--- src/rtl/uart_tx.sv ---
// UART transmitter: start bit, 5-8 data bits LSB first, optional even parity, one stop bit.
// Define UART_TX_PARITY_EN to compile in the even parity bit after the data bits.
module uart_tx (
    input  logic        clk,
    input  logic        rst,
    input  logic [13:0] bit_period,
    input  logic [3:0]  data_size,
    input  logic [7:0]  tx_data,
    input  logic        tx_valid,
    output logic        tx_ready,
    output logic        tx_busy,
    output logic        tx_done,
    output logic        tx_out
);

    typedef enum logic [2:0] {
        S_IDLE,
        S_START,
        S_DATA,
`ifdef UART_TX_PARITY_EN
        S_PARITY,
`endif
        S_STOP
    } state_t;

    state_t      state_q, state_d;
    logic [13:0] timer_q, timer_d;
    logic [13:0] period_q, period_d;
    logic [3:0]  size_q, size_d;
    logic [3:0]  bit_cnt_q, bit_cnt_d;
    logic [7:0]  shift_q, shift_d;
    logic        tx_out_q, tx_out_d;
    logic        bit_end;
    logic [13:0] period_eff;
    logic [3:0]  size_eff;

`ifdef UART_TX_PARITY_EN
    logic        parity_q, parity_d;
    logic [7:0]  data_mask;

    always_comb begin
        case (size_eff)
            4'd5:    data_mask = 8'h1F;
            4'd6:    data_mask = 8'h3F;
            4'd7:    data_mask = 8'h7F;
            default: data_mask = 8'hFF;
        endcase
    end
`endif

    assign period_eff = (bit_period < 14'd2) ? 14'd2 : bit_period;
    assign size_eff   = (data_size >= 4'd5 && data_size <= 4'd8) ? data_size : 4'd8;
    assign bit_end    = (timer_q == period_q - 14'd1);

    always_comb begin
        state_d   = state_q;
        timer_d   = timer_q;
        period_d  = period_q;
        size_d    = size_q;
        bit_cnt_d = bit_cnt_q;
        shift_d   = shift_q;
`ifdef UART_TX_PARITY_EN
        parity_d  = parity_q;
`endif
        case (state_q)
            S_IDLE: begin
                if (tx_valid) begin
                    shift_d   = tx_data;
                    period_d  = period_eff;
                    size_d    = size_eff;
                    timer_d   = 14'd0;
                    bit_cnt_d = 4'd0;
`ifdef UART_TX_PARITY_EN
                    parity_d  = ^(tx_data & data_mask);
`endif
                    state_d   = S_START;
                end
            end
            S_START: begin
                if (bit_end) begin
                    timer_d = 14'd0;
                    state_d = S_DATA;
                end else begin
                    timer_d = timer_q + 14'd1;
                end
            end
            S_DATA: begin
                if (bit_end) begin
                    timer_d   = 14'd0;
                    shift_d   = shift_q >> 1;
                    bit_cnt_d = bit_cnt_q + 4'd1;
                    if (bit_cnt_q == size_q - 4'd1) begin
`ifdef UART_TX_PARITY_EN
                        state_d = S_PARITY;
`else
                        state_d = S_STOP;
`endif
                    end
                end else begin
                    timer_d = timer_q + 14'd1;
                end
            end
`ifdef UART_TX_PARITY_EN
            S_PARITY: begin
                if (bit_end) begin
                    timer_d = 14'd0;
                    state_d = S_STOP;
                end else begin
                    timer_d = timer_q + 14'd1;
                end
            end
`endif
            S_STOP: begin
                if (bit_end) begin
                    timer_d = 14'd0;
                    state_d = S_IDLE;
                end else begin
                    timer_d = timer_q + 14'd1;
                end
            end
            default: state_d = S_IDLE;
        endcase
    end

    // Line level is derived from the next state so it changes on the same edge as the state.
    always_comb begin
        case (state_d)
            S_START: tx_out_d = 1'b0;
            S_DATA:  tx_out_d = shift_d[0];
`ifdef UART_TX_PARITY_EN
            S_PARITY: tx_out_d = parity_d;
`endif
            default: tx_out_d = 1'b1;
        endcase
    end

    always_ff @(posedge clk) begin
        if (rst) begin
            state_q   <= S_IDLE;
            timer_q   <= 14'd0;
            period_q  <= 14'd2;
            size_q    <= 4'd8;
            bit_cnt_q <= 4'd0;
            shift_q   <= 8'd0;
            tx_out_q  <= 1'b1;
`ifdef UART_TX_PARITY_EN
            parity_q  <= 1'b0;
`endif
        end else begin
            state_q   <= state_d;
            timer_q   <= timer_d;
            period_q  <= period_d;
            size_q    <= size_d;
            bit_cnt_q <= bit_cnt_d;
            shift_q   <= shift_d;
            tx_out_q  <= tx_out_d;
`ifdef UART_TX_PARITY_EN
            parity_q  <= parity_d;
`endif
        end
    end

    assign tx_ready = (state_q == S_IDLE);
    assign tx_busy  = (state_q != S_IDLE);
    assign tx_done  = (state_q == S_STOP) && bit_end;
    assign tx_out   = tx_out_q;

endmodule

--- config.mk ---
export PLATFORM = sky130hd
export DESIGN_NAME = uart_tx
export DESIGN_NICKNAME = d
export VERILOG_FILES = /design/src/rtl/uart_tx.sv
export SDC_FILE = /design/constraint.sdc
export NUM_CORES = 1
export LEC_CHECK = 0
export ABC_AREA = 1
export CAP_MARGIN = 20
export CORE_MARGIN = 1
export CORE_UTILIZATION = 56
export DETAILED_ROUTE_END_ITERATION = 7
export PLACE_DENSITY_LB_ADDON = 0.1
export SLEW_MARGIN = 20
export SYNTH_ARGS = -nofsm -noshare
export SYNTH_HDL_FRONTEND = slang
export SYNTH_SLANG_ARGS = --single-unit
--- constraint.sdc ---
create_clock -name clk -period 2.6 [get_ports clk]
set_clock_uncertainty 0.1 [all_clocks]
set_input_delay 0.39 -clock clk [delete_from_list [all_inputs] [get_ports clk]]
set_output_delay 0.39 -clock clk [all_outputs]
set_load 0.005 [all_outputs]
==> reports/qor.yml <==
hold_start: "shift_q[1]$_SDFFE_PP0P_"
area_growth_pct: 21.4
syn_avg_cell_area_um2: 6.95
core_area_um2: 5110
yosys.cell_types.count: 43
routabilityCongestion: 0.841
ir_worst_vdd_mv: 0.291
hpwl_um: 5210
yosysSeqAreaShare_pct: 32.5
rr_endpoint: "bit_cnt_q[2]$_SDFFE_PP0P_"
drv_cap: 0
final_cell_mix: "126 x nand2_1, 48 x inv_1, 46 x dfxtp_1"
numCtsBuffers: 5
via_count: 2762
synth_compound_area_share_pct: 9.89
synth_edf_count: 0
timing.final.ws_setup_ns: 0.164
die-area_um2: 5580
cts_hold_buf: 0
r2r_slack_ns: 0.27
layout_commonest_cell: "nand2_1"
grtUsageMet3_pct: 4.69
final_cells: 545
powerDensity_nw_per_um2: 460
cp-startpoint: "period_q[1]$_SDFFE_PP1P_"
syn_inst: 426
io_pins: 33
netlist_area_um2: 2960
diodes: 0
finalCritPeriodShare_pct: 93.7
synth_async_sr_flop_share_pct: 0
drtIter0Drc: 187
grt_pass1_wl_um: 10700
wl_per_cell_um: 12.1
hold_class: "flip-flop to flip-flop"
synth_top_family_by_area: "simple AND/OR/NAND/NOR gates"
run_status: "complete, no violations"
drt-total-wl_um: 6600
yosys.area_share.adder_pct: 1.69
grt_pass1_vias: 2555
antenna_found_initial: 0
setup_tns_ns: 0
required_ns: 2.11
arrival_ns: 1.95
cts_tree: "done"
drc: 0
die_h_um: 74.7
final_cell_area_um2: 3590
cts_buffer_depth: 2
dp.cells: 536
placed_area_um2: 3440
yosys_warnings: 0
start_kind: "flip-flop"
synth_top_flop_cell: "dfxtp_1"
clkTransAtPathRegs_ns: 0.09
antenna_left: 0
max_freq_mhz: 411
end_kind: "output port"
start_util_pct: 57.9
worstSetupPathType: "flip-flop to output port"
drv_slew: 0
final-setup-viol-count: 0
numPortBuffers: 32
finalHoldViolCount: 0
ys_seq_elements: 48
muxShareOfSynthArea_pct: 0
first_pass_iters: 5
critPathMaxFanout: 3
grt_max_degree: 17
grt_setup_unrepaired: "true"
root_buffer: "clkbuf_8"
nets: 507
synth_xor_area_share_pct: 5.29
use_met2_pct: 47.8
die_w_um: 74.7
grt_usage_pct: 25.3
fillers: 447
htree_levels: 2
fin_crit_ns: 2.44
rows: 26
synth_simple_gate_area_share_pct: 42.2
drive_gt1_share_pct: 18.1
clock_latency_ns: 0.31
p_leak_nw: 1.55
r2r_start: "period_q[1]$_SDFFE_PP1P_"
cts_sinks: 48
post-place-ws_ns: 0.0156
ff2ff_path_depth: 15
met1_usage_pct: 27.8
syn_nets: 459
min_path_cells: 2
vias_per_cell: 5.07
p_total_w: 0.00165
busiest_layer: "met2"
crit_end: "tx_done"
overflow: 0
==> power by group <==
| part | switching (W) | total [W] | internal [W] |
|---|---|---|---|
| clock | 0.000253 | 0.000538 | 0.000285 |
| sequential | 0.0000248 | 0.000785 | 0.000760 |
| combinational | 0.000181 | 0.000328 | 0.000147 |
| total | 0.000459 | 0.00165 | 0.00119 |
==> layout make-up <==
class / instances / area (µm²) / share of cell area (%)
clock buffer: 5 / 68.8 / 1.92
clock inverter: 3 / 42.5 / 1.18
inverter: 55 / 219 / 6.10
multi-input combinational: 318 / 1780 / 49.5
sequential: 48 / 963 / 26.8
tap: 70 / 87.6 / 2.44
timing repair buffer: 46 / 433 / 12.1
==> synth_stat cells (all sizes together), types with 3 or more instances <==
| master | number | area share (%) |
|---|---|---|
| a31oi | 6 | 1.3 |
| nor2 | 54 | 10 |
| a21oi | 14 | 3.3 |
| nor3b | 3 | 0.76 |
| o21ai | 15 | 3.0 |
| xnor2 | 10 | 3.0 |
| nand3b | 3 | 0.76 |
| nor3 | 12 | 2.9 |
| nand2 | 135 | 18 |
| clkbuf | 3 | 0.38 |
| inv | 53 | 6.7 |
| nand3 | 34 | 6.9 |
| o22ai | 3 | 0.63 |
| xor2 | 7 | 2.3 |
| nand4 | 6 | 1.3 |
| ha | 4 | 1.7 |
| dfxtp | 48 | 32 |
| nor4 | 3 | 0.63 |
==> registers in the layout, summed over array words and instances (netlist names) <==
| signal | cells |
|---|---|
| period_q | 14 |
| timer_q | 14 |
| shift_q | 8 |
| bit_cnt_q | 4 |
| tx_out | 1 |
| size_q | 4 |
| state_q | 3 |
==> cells by family (layout without fill, tap and decap cells) <==
logic type      count (synthesis)  after routing
buf+inv                        60            109
compound gates                 44             44
fa+ha+maj                       4              4
other cells                     1              1
flops                          48             48
xor+xnor                       17             17
simple gates                  252            252
==> worst max-delay path, stage by stage (launching register included) <==
cell and delay, ns:
dfxtp_2 0.33, buf_4 0.13, nor2_2 0.15, nand2_1 0.13, nor2_4 0.17, xor2_2 0.21, nand2_1 0.09, nand2_2 0.10
nand3_4 0.08, nor3_2 0.11, buf_2 0.13
==> per-stage QoR <==
| step | hold WS, ns | utilization [%] |
|---|---|---|
| global placement | 0.357 | 67.3 |
| floorplan | 0.343 | - |
| finish | 0.374 | 70.3 |
| CTS | 0.376 | 69.7 |
| global route | 0.402 | 70.3 |
| detailed placement | 0.363 | 67.3 |
==> worst min-delay path by stage <==
stage | endpoint | slack (ns)
2_1_floorplan | size_q[3]$_SDFFE_PP1P_ | 0.34
3_3_place_gp | shift_q[7]$_SDFFE_PP0P_ | 0.36
3_5_place_dp | shift_q[1]$_SDFFE_PP0P_ | 0.36
4_1_cts | shift_q[1]$_SDFFE_PP0P_ | 0.38
5_1_grt | shift_q[6]$_SDFFE_PP0P_ | 0.40
6_report | shift_q[1]$_SDFFE_PP0P_ | 0.37
==> per-layer routing <==
| metal | vias up | wire length, µm |
|---|---|---|
| met5 | - | 0 |
| met2 | 38 | 3440 |
| met1 | 1259 | 2870 |
| met3 | 10 | 180 |
| li1 | 1455 | - |
| met4 | 0 | 108 |
==> what timing repair did <==
item                                    in CTS  in global routing
pin swaps                                    2                  7
endpoints found under the setup margin       1                 14
gates resized for setup                      7                  8
setup buffers                                0                  1
Note: power is estimated with default switching activity, not from simulation.
